File: src/rtl/mem_access_pkg.sv
// Package: mem_access_pkg
// Shared types and helpers for the load/store initiator.
//  state_t   : FSM states (IDLE, ISSUE, HOLD, CAPT, RESP)
//  F3_*      : RV32I funct3 encodings for loads/stores
//  size_t    : access size decoded from funct3[1:0] (11 is treated as word)
//  size_of   : funct3 -> size
//  gen_strb  : size + address low bits -> byte strobes
//  lane_data : size + LSB-aligned store data -> lane-replicated bus data
package mem_access_pkg;

  typedef enum logic [2:0] {
    IDLE  = 3'd0,
    ISSUE = 3'd1,
    HOLD  = 3'd2,
    CAPT  = 3'd3,
    RESP  = 3'd4
  } state_t;

  localparam logic [2:0] F3_B  = 3'b000;
  localparam logic [2:0] F3_H  = 3'b001;
  localparam logic [2:0] F3_W  = 3'b010;
  localparam logic [2:0] F3_BU = 3'b100;
  localparam logic [2:0] F3_HU = 3'b101;

  typedef enum logic [1:0] {
    SZ_B = 2'd0,
    SZ_H = 2'd1,
    SZ_W = 2'd2
  } size_t;

  // funct3[2] only selects sign/zero extension, so the size comes from [1:0].
  function automatic size_t size_of(input logic [2:0] f3);
    case (f3[1:0])
      2'b00:   size_of = SZ_B;
      2'b01:   size_of = SZ_H;
      default: size_of = SZ_W;
    endcase
  endfunction

  // Address bits below the access size are ignored (a half uses only lo[1]).
  function automatic logic [3:0] gen_strb(input size_t sz, input logic [1:0] lo);
    case (sz)
      SZ_B:    gen_strb = 4'b0001 << lo;
      SZ_H:    gen_strb = lo[1] ? 4'b1100 : 4'b0011;
      default: gen_strb = 4'b1111;
    endcase
  endfunction

  // Replicate the store value on every lane so the strobe alone picks the target.
  function automatic logic [31:0] lane_data(input size_t sz, input logic [31:0] d);
    case (sz)
      SZ_B:    lane_data = {4{d[7:0]}};
      SZ_H:    lane_data = {2{d[15:0]}};
      default: lane_data = d;
    endcase
  endfunction

endpackage

File: src/rtl/mem_load_format.sv
// Module: mem_load_format
// Combinational load formatter: picks the byte/half lane addressed by
// addr_lo from the raw memory word and sign- or zero-extends it.
//  rdata   in  32  raw word from memory
//  addr_lo in  2   byte address bits [1:0]
//  funct3  in  3   load funct3 (bit 2 set = zero-extend)
//  data    out 32  extended load result
module mem_load_format
  import mem_access_pkg::*;
(
  input  logic [31:0] rdata,
  input  logic [1:0]  addr_lo,
  input  logic [2:0]  funct3,
  output logic [31:0] data
);

  logic [7:0]  lane [4];
  logic [7:0]  byte_sel;
  logic [15:0] half_sel;
  logic        sign_en;

  for (genvar gi = 0; gi < 4; gi++) begin : g_lane
    assign lane[gi] = rdata[8*gi +: 8];
  end

  assign byte_sel = lane[addr_lo];
  assign half_sel = addr_lo[1] ? rdata[31:16] : rdata[15:0];
  assign sign_en  = ~funct3[2];

  always_comb begin
    data = rdata;
    case (size_of(funct3))
      SZ_B:    data = {{24{sign_en & byte_sel[7]}}, byte_sel};
      SZ_H:    data = {{16{sign_en & half_sel[15]}}, half_sel};
      default: data = rdata;
    endcase
  end

endmodule

File: src/rtl/mem_access_unit.sv
// Module: mem_access_unit
// Load/store initiator for the data port of the main memory. Accepts one
// RV32I load/store at a time over valid/ready, drives address, lane-replicated
// write data, write enable and byte strobes, then formats the load result and
// returns a single-cycle response.
// Optional feature: define MEM_ACCESS_TRAP_EN to flag misaligned accesses and
// illegal funct3 codes on rsp_err (no memory access is made for them).
// Parameters: ADDR_WIDTH (address width), WAIT_STATES (extra address hold
// cycles before the read data is sampled).
// Ports:
//  clk, reset                      clock, async active-high reset
//  req_valid/req_ready             request handshake (ready only in IDLE)
//  req_we/req_funct3/req_addr/req_wdata  request fields
//  rsp_valid/rsp_rdata/rsp_err     one-cycle response
//  mem_addr/mem_wdata/mem_we/mem_wstrb   memory port outputs
//  mem_rdata                       memory read data (one cycle after address)
module mem_access_unit #(
  parameter int ADDR_WIDTH  = 32,
  parameter int WAIT_STATES = 0
) (
  input  logic                  clk,
  input  logic                  reset,
  input  logic                  req_valid,
  output logic                  req_ready,
  input  logic                  req_we,
  input  logic [2:0]            req_funct3,
  input  logic [ADDR_WIDTH-1:0] req_addr,
  input  logic [31:0]           req_wdata,
  output logic                  rsp_valid,
  output logic [31:0]           rsp_rdata,
  output logic                  rsp_err,
  output logic [ADDR_WIDTH-1:0] mem_addr,
  output logic [31:0]           mem_wdata,
  output logic                  mem_we,
  output logic [3:0]            mem_wstrb,
  input  logic [31:0]           mem_rdata
);
  import mem_access_pkg::*;

  state_t      state_reg, state_next;
  logic [2:0]  f3_reg;
  logic [1:0]  addr_lo_reg;
  logic        we_reg;
  logic        req_err;
  logic        is_err;
  logic        hold_done;
  logic [31:0] load_data;
  size_t       req_size;

  assign req_size  = size_of(req_funct3);
  assign req_ready = (state_reg == IDLE);
  assign rsp_valid = (state_reg == RESP);

`ifdef MEM_ACCESS_TRAP_EN
  logic err_reg;

  // 011 and 11x are not RV32I load/store codes; unsigned variants are loads only.
  assign req_err = (req_funct3 == 3'b011)
                 || (req_funct3[2:1] == 2'b11)
                 || (req_we && req_funct3[2])
                 || ((req_size == SZ_H) && req_addr[0])
                 || ((req_size == SZ_W) && (req_addr[1:0] != 2'b00));

  always_ff @(posedge clk or posedge reset) begin
    if (reset)
      err_reg <= 1'b0;
    else if (state_reg == IDLE && req_valid)
      err_reg <= req_err;
  end

  assign is_err  = err_reg;
  assign rsp_err = (state_reg == RESP) && err_reg;
`else
  assign req_err = 1'b0;
  assign is_err  = 1'b0;
  assign rsp_err = 1'b0;
`endif

  // HOLD stretches the address phase for slow memories; counter exists only
  // when there are wait states to count.
  if (WAIT_STATES > 0) begin : g_hold
    localparam int CW = (WAIT_STATES > 1) ? $clog2(WAIT_STATES) : 1;
    logic [CW-1:0] cnt_reg;

    always_ff @(posedge clk or posedge reset) begin
      if (reset)
        cnt_reg <= '0;
      else if (state_reg == HOLD)
        cnt_reg <= cnt_reg + 1'b1;
      else
        cnt_reg <= '0;
    end

    assign hold_done = (cnt_reg == CW'(WAIT_STATES - 1));
  end else begin : g_nohold
    assign hold_done = 1'b1;
  end

  always_ff @(posedge clk or posedge reset) begin
    if (reset)
      state_reg <= IDLE;
    else
      state_reg <= state_next;
  end

  always_comb begin
    state_next = state_reg;
    case (state_reg)
      IDLE:  if (req_valid) state_next = ISSUE;
      ISSUE: begin
        if (we_reg || is_err)
          state_next = RESP;
        else if (WAIT_STATES == 0)
          state_next = CAPT;
        else
          state_next = HOLD;
      end
      HOLD:  if (hold_done) state_next = CAPT;
      CAPT:  state_next = RESP;
      RESP:  state_next = IDLE;
      default: state_next = IDLE;
    endcase
  end

  mem_load_format u_load_format (
    .rdata   (mem_rdata),
    .addr_lo (addr_lo_reg),
    .funct3  (f3_reg),
    .data    (load_data)
  );

  // Request capture, memory port drive and response data. mem_we/mem_wstrb
  // are set on the accept edge and cleared on the edge ending ISSUE, so a
  // store writes exactly once.
  always_ff @(posedge clk or posedge reset) begin
    if (reset) begin
      f3_reg      <= 3'b000;
      addr_lo_reg <= 2'b00;
      we_reg      <= 1'b0;
      mem_addr    <= '0;
      mem_wdata   <= '0;
      mem_we      <= 1'b0;
      mem_wstrb   <= 4'b0000;
      rsp_rdata   <= '0;
    end else begin
      case (state_reg)
        IDLE: begin
          if (req_valid) begin
            f3_reg      <= req_funct3;
            addr_lo_reg <= req_addr[1:0];
            we_reg      <= req_we;
            mem_addr    <= req_addr;
            mem_wdata   <= lane_data(req_size, req_wdata);
            mem_we      <= req_we && !req_err;
            mem_wstrb   <= (req_we && !req_err) ? gen_strb(req_size, req_addr[1:0]) : 4'b0000;
          end
        end
        ISSUE: begin
          mem_we    <= 1'b0;
          mem_wstrb <= 4'b0000;
          if (we_reg || is_err)
            rsp_rdata <= '0;
        end
        CAPT: rsp_rdata <= load_data;
        default: ;
      endcase
    end
  end

endmodule
File: config.mk
export PLATFORM = sky130hd
export DESIGN_NAME = mem_access_unit
export DESIGN_NICKNAME = d
export VERILOG_FILES = /design/src/rtl/mem_access_pkg.sv /design/src/rtl/mem_load_format.sv /design/src/rtl/mem_access_unit.sv
export SDC_FILE = /design/constraint.sdc
export NUM_CORES = 1
export LEC_CHECK = 0
export ABC_AREA = 1
export CAP_MARGIN = 20
export CORE_MARGIN = 1
export CORE_UTILIZATION = 48
export DETAILED_ROUTE_END_ITERATION = 8
export PLACE_DENSITY_LB_ADDON = 0.05
export SYNTH_ARGS = -nofsm -noshare
export SYNTH_HDL_FRONTEND = slang
export SYNTH_HIERARCHICAL = 1
export SYNTH_SLANG_ARGS = --single-unit
export TNS_END_PERCENT = 30
File: constraint.sdc
create_clock -name clk -period 7.41 [get_ports clk]
set_input_delay 0.741 -clock clk [delete_from_list [all_inputs] [get_ports clk]]
set_output_delay 0.741 -clock clk [all_outputs]
set_load 0.03 [all_outputs]
# Yosys cells after proc, flatten, opt, wreduce, memory -nomap -nowiden

Cells that the tools add are included.
Widths: inputs -> output; s select.

Word-level logic and storage cells: 55
Input bits: 103
Flip-flop bits (word level): 110
Output and inout bits: 104

Equality and inequality tests: 10
Muxes and demuxes: 20
Shift operators: 1
Bitwise gates (word level): 4
Reductions and logical operators: 10
Order comparisons: 1

Operator list:

| kind                | count |
|---|---|
| $pmux 32 s2         | 3 |
| $mux 32             | 1 |
| $bmux 8 s2          | 1 |
| $mux 16             | 1 |
| $mux 8              | 2 |
| $pmux 4 s2          | 2 |
| $mux 4              | 3 |
| $pmux 3 s4          | 1 |
| $eq 2x1->1 const B  | 4 |
| $logic_not 2->1     | 4 |
| $pmux 2 s2          | 2 |
| $eq 3x2->1 const B  | 2 |
| $mux 3              | 2 |
| $reduce_and 2->1    | 3 |
| $ne 2x2->1 const B  | 2 |
| $reduce_bool 2->1   | 2 |
| $shl 1x2->4 const A | 1 |
| $eq 3x1->1 const B  | 1 |
| $eq 3x3->1 const B  | 1 |
| $ge 3x3->1 const B  | 1 |
| $logic_not 3->1     | 1 |
| $not 2->3           | 1 |
| $and 1x1->1         | 2 |
| $pmux 1 s2          | 1 |
| other kinds (2)     | 2 |

# Longest topological paths before layout

Gate-level depths: netlist of the first run.

Word-level depth: 7
Gate-level depth with buffers: 11
Gate-level depth less buffers: 9

# Modules after synthesis

The synthesis of the first run kept the hierarchy.

By module, submodules not included:

| module          | seq. area each (µm²) | area each (µm²) | instances | cells an instance |
|---|---|---|---|---|
| mem_access_unit | 2702.6               | 4530.6          | 1         | 555 |
| mem_load_format | 0.0                  | 873.3           | 1         | 157 |

# Worst setup path after synthesis of the first run

No wires, ideal clock.

Path kind: register to output
Start: register state_reg[1]
End: output port rsp_valid
Required time: 6.669 ns
Slack: 5.269 ns
Stages on the path, launching flop included: 4
Arrival time: 1.400 ns
Buffers on the path: 2
Cells stage by stage: dfrtp_1 > buf_4 > clkbuf_1 > nor3_1

Longest elaborated chain between the ends: 1

RTL lines:

| item                   | RTL line               | RTL |
|---|---|---|
| from (decl)            | mem_access_unit.sv:40  | `state_t state_reg, state_next;` |
| from (signal assigned) | mem_access_unit.sv:103 | `state_reg <= state_next;` |
| $eq 3x3->1             | mem_access_unit.sv:52  | `assign rsp_valid = (state_reg == RESP);` |
| to (decl)              | mem_access_unit.sv:29  | `output logic rsp_valid,` |

No other way between the ends.

# Worst setup path after layout of the first run

Start: register state_reg[1]
End: output port req_ready

Longest elaborated chain between the ends: 1

RTL lines:

| item            | RTL line              | RTL |
|---|---|---|
| $logic_not 3->1 | mem_access_unit.sv:51 | `assign req_ready = (state_reg == IDLE);` |
| to (decl)       | mem_access_unit.sv:24 | `output logic req_ready,` |

No other way between the ends.

==> run summary, run 1 <==
H-tree Lvls = 3
Hold Path Class = reg -> reg
global-route wire length before repair = 24500 um
Sink Count = 108
Synth Instances = 712
Comb pwr share = 0.568
CTS Hold Bufs = 0
Crit Reg-Reg Startpoint = state_reg[1]
highest metal used = met4
final setup fails = 0
Worst Setup SP = state_reg[1]
Post-CTS Setup Inserts = 0
Mapped Nets = 815
Internal Power = 1750 uW
clk_skew = 8.96 ps
leakage dissipation = 0.00396 uW
vias in the first global route = 5198
FF-to-FF setup slack = 5190 ps
Post-DP HPWL = 10600 um
Worst-Skew Late Latency = 370 ps
Tcrit/Tclk final = 0.391
WL/cell = 14.5 um
CTS tree = done
Fmax = 345 MHz
share of power burned in registers = 0.310
largest net degree at the start of global routing = 82
metal3 WL = 1230 um
diode count = 0
fin crit period = 2890 ps
Inserted Clock Buffers = 9
Clock transition at path regs = 100 ps
Die H = 108 um
Overall Global Routing Usage = 0.268
I/O Buffers = 205
met2 wire len = 7470 um
die width = 108 um
critical path arrival = 2150 ps
vias per inst = 5.03
DR vias = 5221
Max VDD drop = 0.000205 V
pwr dens = 426 nW/um^2
Seq cells post-synth = 108
RSZ-0062 raised after global routing = no
Crit. path cell count = 5
layout cells sized above 1 = 0.0747
Longest Clk Path Bufs = 2
post-layout util = 0.708
worst r2r path cells = 6
Fillers = 885
NumNets Final = 995
Rel. slew slack = 0.298
element type at the critical path end = output port
FP Rows = 38
switching power = 1530 uW
drt pass-1 iters = 5
Max Cap Viol = 0
Post-Route Setup TNS = 0 ps
sw frac = 0.467
GRT overflow = 0
antenna violations before repair = 0
Synthesis Warnings = 6
crit path kind = reg -> out
final hold vios = 0
sequential area share after synthesis = 0.500
synth unique cells = 27
area grow syn2layout = 42.7%
CP delay by family, top = buffers and inverters
critical path startpoint category = flop
DRT iter0 DRCs = 313
Initial Util = 0.496
core area = 10900 um^2
CP Cell Sequence = buf_8 -> nor2_2 -> nand2_1 -> inv_1 -> clkdlybuf4s50_1
final-report max-slew violation count = 0
mapped cell area = 5400 um^2
IO Pins = 207
Die Area = 11700 um^2
crit path to = req_ready
GPL Wtd Cong = 0.882
Worst Tran Pin Value = 1050 ps
CP max FO = 22
Routed Antenna Nets = 0
Largest regs = mem_addr: 32 flops, mem_wdata: 32 flops, rsp_rdata: 32 flops
cts repair resizes = 0
Clock power frac = 0.122
Critical Path RT = 6670 ps
Buffers & Inverters on Critical Path = 3
root buf cell = clkbuf_8
CP max stage cell = clkdlybuf4s50_1
drt drc = 0
WL final = 15100 um
met1 wire length = 6080 um
end of the worst register-to-register path = we_reg
mean area per synthesized cell = 7.59 um^2
Max stage delay on crit path = 670 ps
outcome = completed
-- cell families (layout without fill, tap and decap cells) --
kind of cell / Yosys count / in the layout / synth area share
compound gates: 23 / 23 / 0.0236
buf+inv: 60 / 245 / 0.0588
other cells: 1 / 1 / 0.000694
simple gates: 520 / 520 / 0.417
flops: 108 / 108 / 0.500
-- worst min path at each step --
stage | start | cells past startpoint | slack [ps] | end
final | rsp_rdata[25] | 2 | 480 | rsp_rdata[25]
after global routing | mem_wdata[31] | 2 | 510 | mem_wdata[31]
after CTS | rsp_rdata[25] | 2 | 480 | rsp_rdata[25]
after detailed placement | rsp_rdata[10] | 2 | 460 | rsp_rdata[10]
after global placement | rsp_rdata[17] | 2 | 450 | rsp_rdata[17]
after floorplan | f3_reg[2] | 2 | 450 | f3_reg[2]
-- worst register-to-register path: stages, from the launching register on --
cell	delay (ps)
dfrtp_1	600
buf_8	270
nor2_2	130
nand3_2	90
inv_2	760
nand2_1	160
o21ai_0	120
-- area by class of cell --
type                    instances  area, um^2  share of cell area
clock buffers                  11         131              0.0170
multi-input cells             544        2390               0.310
flip-flops and latches        108        2700               0.350
well taps                     140         175              0.0227
clock inverters                 5        83.8              0.0109
inverters                      17        71.3             0.00925
repair buffers                212        2160               0.280
-- placed cells by master (no fill, tap or decap), types with 4 or more instances in the layout --
cell,n
o211ai_1,4
clkbuf_8,9
nand3_1,65
nand2_1,408
dfrtp_1,108
inv_1,9
o21ai_0,16
clkdlybuf4s50_1,205
nand3_2,21
nor2_1,5
and2_0,4
inv_2,5
or2_2,4
-- power by group through the flow --
| stage | combinational, uW | sequential [uW] | clock (uW) |
|---|---|---|---|
| after floorplan | 755 | 1430 | 0 |
| after global placement | 1780 | 1040 | 0 |
| after detailed placement | 1810 | 1050 | 0 |
| after CTS | 1810 | 1050 | 408 |
| after global routing | 2020 | 1050 | 427 |
| final | 1860 | 1020 | 402 |
-- synthesized netlist by cell type --
cell | instances | area share
o211ai_1 | 4 | 0.0056
nand2_2 | 3 | 0.0035
a22oi_1 | 1 | 0.0014
nand2_1 | 408 | 0.28
o21ai_0 | 16 | 0.015
nor2_4 | 2 | 0.0042
buf_4 | 7 | 0.0097
o21ai_1 | 1 | 0.00093
and2_0 | 4 | 0.0046
nand2_4 | 3 | 0.0063
a21oi_1 | 1 | 0.00093
nor2_1 | 5 | 0.0035
buf_2 | 13 | 0.012
nand3_1 | 65 | 0.060
nor3_1 | 1 | 0.00093
buf_6 | 3 | 0.0063
inv_4 | 2 | 0.0023
conb_1 | 1 | 0.00069
buf_8 | 2 | 0.0056
nand3_2 | 21 | 0.039
dfrtp_1 | 108 | 0.50
inv_1 | 10 | 0.0069
or2_2 | 4 | 0.0046
inv_2 | 5 | 0.0035
clkbuf_1 | 18 | 0.013
nor2_2 | 3 | 0.0035
nand3_4 | 1 | 0.0032
-- through the flow --
step	total power (uW)	instance area, um^2	hold WS (ps)	setup WS, ps	cells
after detailed placement	2860	7410	458	4630	1017
after global placement	2820	7410	455	4700	1017
after global routing	3500	7710	505	4410	1037
after CTS	3270	7630	482	4310	1033
after floorplan	2190	5400	449	3820	712
final	3280	7710	477	4520	1037
-- layer usage --
metal / up-vias / GRT usage
li1: 2566 / -
met5: - / 0
met3: 24 / 0.0615
met4: 0 / 0.102
met2: 209 / 0.455
met1: 2422 / 0.333
Power figures use the tool's default switching activity.
==> run 2: changes to the inputs <==
- CORE_UTILIZATION: 48 -> 40
- clock period: 7.41 -> 2.38 ns (I/O delays scaled with it)
==> run 2 against run 1 <==
  * Core utilization shrank 11 points
  * Combinational power grew to 3.1 times the previous value
  * Highest routed layer unchanged
  * Global-route usage shrank 3.5 points
  * Non-clock buffer count grew 6
  * Die area grew 20%
  * Largest power group unchanged
  * Hold slack lost 170 ps
  * Clock skew is essentially flat
  * Count of clock-buffer cells in the layout shrank 1
  * Wire length grew 5.1%
==> run summary, run 2 (synthesis gave the netlist of run 1 again) <==
Sink Count = 108 (unchanged)
final hold vios = 0 (unchanged)
clk_skew = 8.82 ps (-0.138 ps)
Initial Util = 0.410 (-0.0866)
area grow syn2layout = 45.9%
Routed Antenna Nets = 0 (unchanged)
vias per inst = 4.90 (-2.7%)
WL final = 15800 um (+5.1%)
Max Cap Viol = 0 (unchanged)
Clock transition at path regs = 70 ps (-30 ps)
share of power burned in registers = 0.297 (-0.013)
FF-to-FF setup slack = 360 ps (-4830 ps)
CP max FO = 19 (-14%)
CP max stage cell = clkdlybuf4s50_1
Inserted Clock Buffers = 9 (unchanged)
H-tree Lvls = 3 (unchanged)
cts repair resizes = 0 (unchanged)
Longest Clk Path Bufs = 2 (unchanged)
Post-DP Area = 7570 um^2 (+2.1%)
WL/cell = 14.7 um (+1.2%)
root buf cell = clkbuf_16
crit path to = mem_addr[1]
antenna violations before repair = 0 (unchanged)
vias in the first global route = 5202 (+0.077%)
pwr dens = 1340 nW/um^2 (+210%)
Overall Global Routing Usage = 0.234 (-0.0346)
Worst-Skew Late Latency = 350 ps (-20 ps)
RSZ-0062 raised after global routing = no
Crit. path cell count = 1 (-4)
Final Worst Setup Slack = 172 ps (-4340 ps)
Post-CTS Setup Inserts = 0 (unchanged)
sw frac = 0.453 (-0.0140)
most common cell after layout, fill and taps aside = nand2_1
Rel. slew slack = 0.540 (+0.241)
DR vias = 5274 (+1.0%)
IO Pins = 207 (unchanged)
element type at the critical path end = output port
critical path arrival = 1970 ps (-180 ps)
Post-Route Setup TNS = 0 ps (unchanged)
Internal Power = 5770 uW (+230%)
fin crit period = 2210 ps
CP delay by family, top = buffers and inverters
Max stage delay on crit path = 830 ps (+160 ps)
layer with the highest usage = met2
core area = 13200 um^2 (+21%)
CP Cell Sequence = clkdlybuf4s50_1
CTS tree = done
Die H = 118 um (+9.4%)
diode count = 0 (unchanged)
die width = 118 um (+9.4%)
Worst Setup SP = mem_addr[1]
Post-DP HPWL = 11500 um (+8.2%)
final-report max-slew violation count = 0 (unchanged)
GPL Wtd Cong = 0.924 (+4.8%)
worst r2r path cells = 9 (+3)
GRT overflow = 0 (unchanged)
CTS Hold Bufs = 0 (unchanged)
outcome = completed
Crit Reg-Reg Startpoint = mem_addr[1]
global routing usage on met1 = 0.301 (-0.0315)
Fillers = 1209 (+37%)
Max VDD drop = 0.000674 V (+230%)
crit path kind = reg -> out
FP Rows = 42 (+11%)
Critical Path RT = 2140 ps (-4530 ps)
layout cells sized above 1 = 0.0810 (+0.00633)
drt drc = 0 (unchanged)
leakage dissipation = 0.00403 uW (+1.9%)
drt pass-1 iters = 5 (unchanged)
Clock power frac = 0.153 (+0.031)
I/O Buffers = 205 (unchanged)
critical path startpoint category = flop
switching power = 4770 uW (+210%)
met2 Use GR = 0.379 (-0.0763)
Comb pwr share = 0.550 (-0.018)
Die Area = 14000 um^2 (+20%)
final setup fails = 0 (unchanged)
largest net degree at the start of global routing = 66 (-20%)
Buffers & Inverters on Critical Path = 1 (-2)
end of the worst register-to-register path = rsp_rdata[16]
NumNets Final = 1001 (+0.60%)
Fmax = 453 MHz
Largest regs = mem_addr: 32 flops, mem_wdata: 32 flops, rsp_rdata: 32 flops
Worst Tran Pin Value = 691 ps (-361 ps)
commonest non-fill, non-tap cells in the layout = nand2_1 (408), clkdlybuf4s50_1 (205), dfrtp_1 (108), nand3_1 (65), nand3_2 (21)
Tcrit/Tclk final = 0.928
design area = 7880 um^2 (+2.2%)
met3 usage = 0.0584 (-0.00309)
global-route wire length before repair = 25800 um (+5.4%)
Hold Path Class = in -> async
DRT iter0 DRCs = 333 (+6.4%)
Setup Slack @ Placement = 396 ps (-4240 ps)
## run 2: cell count changes in the layout (fill, tap and decap cells not counted), moves of 2 or more
cell,delta
buf_8,-2
clkbuf_16,+9
buf_4,+7
clkbuf_1,-2
buf_16,-2
clkbuf_8,-8
buf_12,+3
## run 2: layout make-up
class	count	area [um^2]	area share
Clock inverter	4	73.8	0.00937
Inverter	17	72.6	0.00921
Sequential cell	108	2700	0.343
Clock buffer	10	239	0.0303
Multi-Input combinational cell	544	2390	0.303
Timing Repair Buffer	218	2190	0.277
Tap cell	176	220	0.0279
## run 2: how the worst min path moves through the flow
stage	from	end	depth (start not counted)
floorplan	req_funct3[2]	f3_reg[2]	2
finish	reset	mem_wdata[3]	2
detailed placement	rsp_rdata[10]	rsp_rdata[10]	2
global route	reset	mem_wdata[3]	2
CTS	reset	mem_wdata[3]	2
global placement	rsp_rdata[8]	rsp_rdata[8]	2
## run 2: per-layer routing
layer  vias up  part of all wire
met3        19             0.079
met5         -                 0
met1      2462              0.44
li1       2581                 -
met2       212              0.47
met4         0             0.017
## run 2: power by group through the flow
| stage | Sequential (uW) | Clock [uW] | Combinational [uW] |
|---|---|---|---|
| after global routing | 3230 | 1710 | 6290 |
| after global placement | 3130 | 0 | 5780 |
| final | 3130 | 1610 | 5800 |
| after CTS | 3140 | 1650 | 5860 |
| after floorplan | 4460 | 0 | 2350 |
| after detailed placement | 3140 | 0 | 5850 |
## run 2: per-stage QoR
step                      power [uW]  instances  hold WS (ps)  utilization
after floorplan                 6820        712           348            -
after global placement          8920       1063           453        0.574
after detailed placement        8990       1063           459        0.574
after CTS                      10600       1077           316        0.598
after global routing           11200       1077           343        0.598
final                          10500       1077           306        0.598
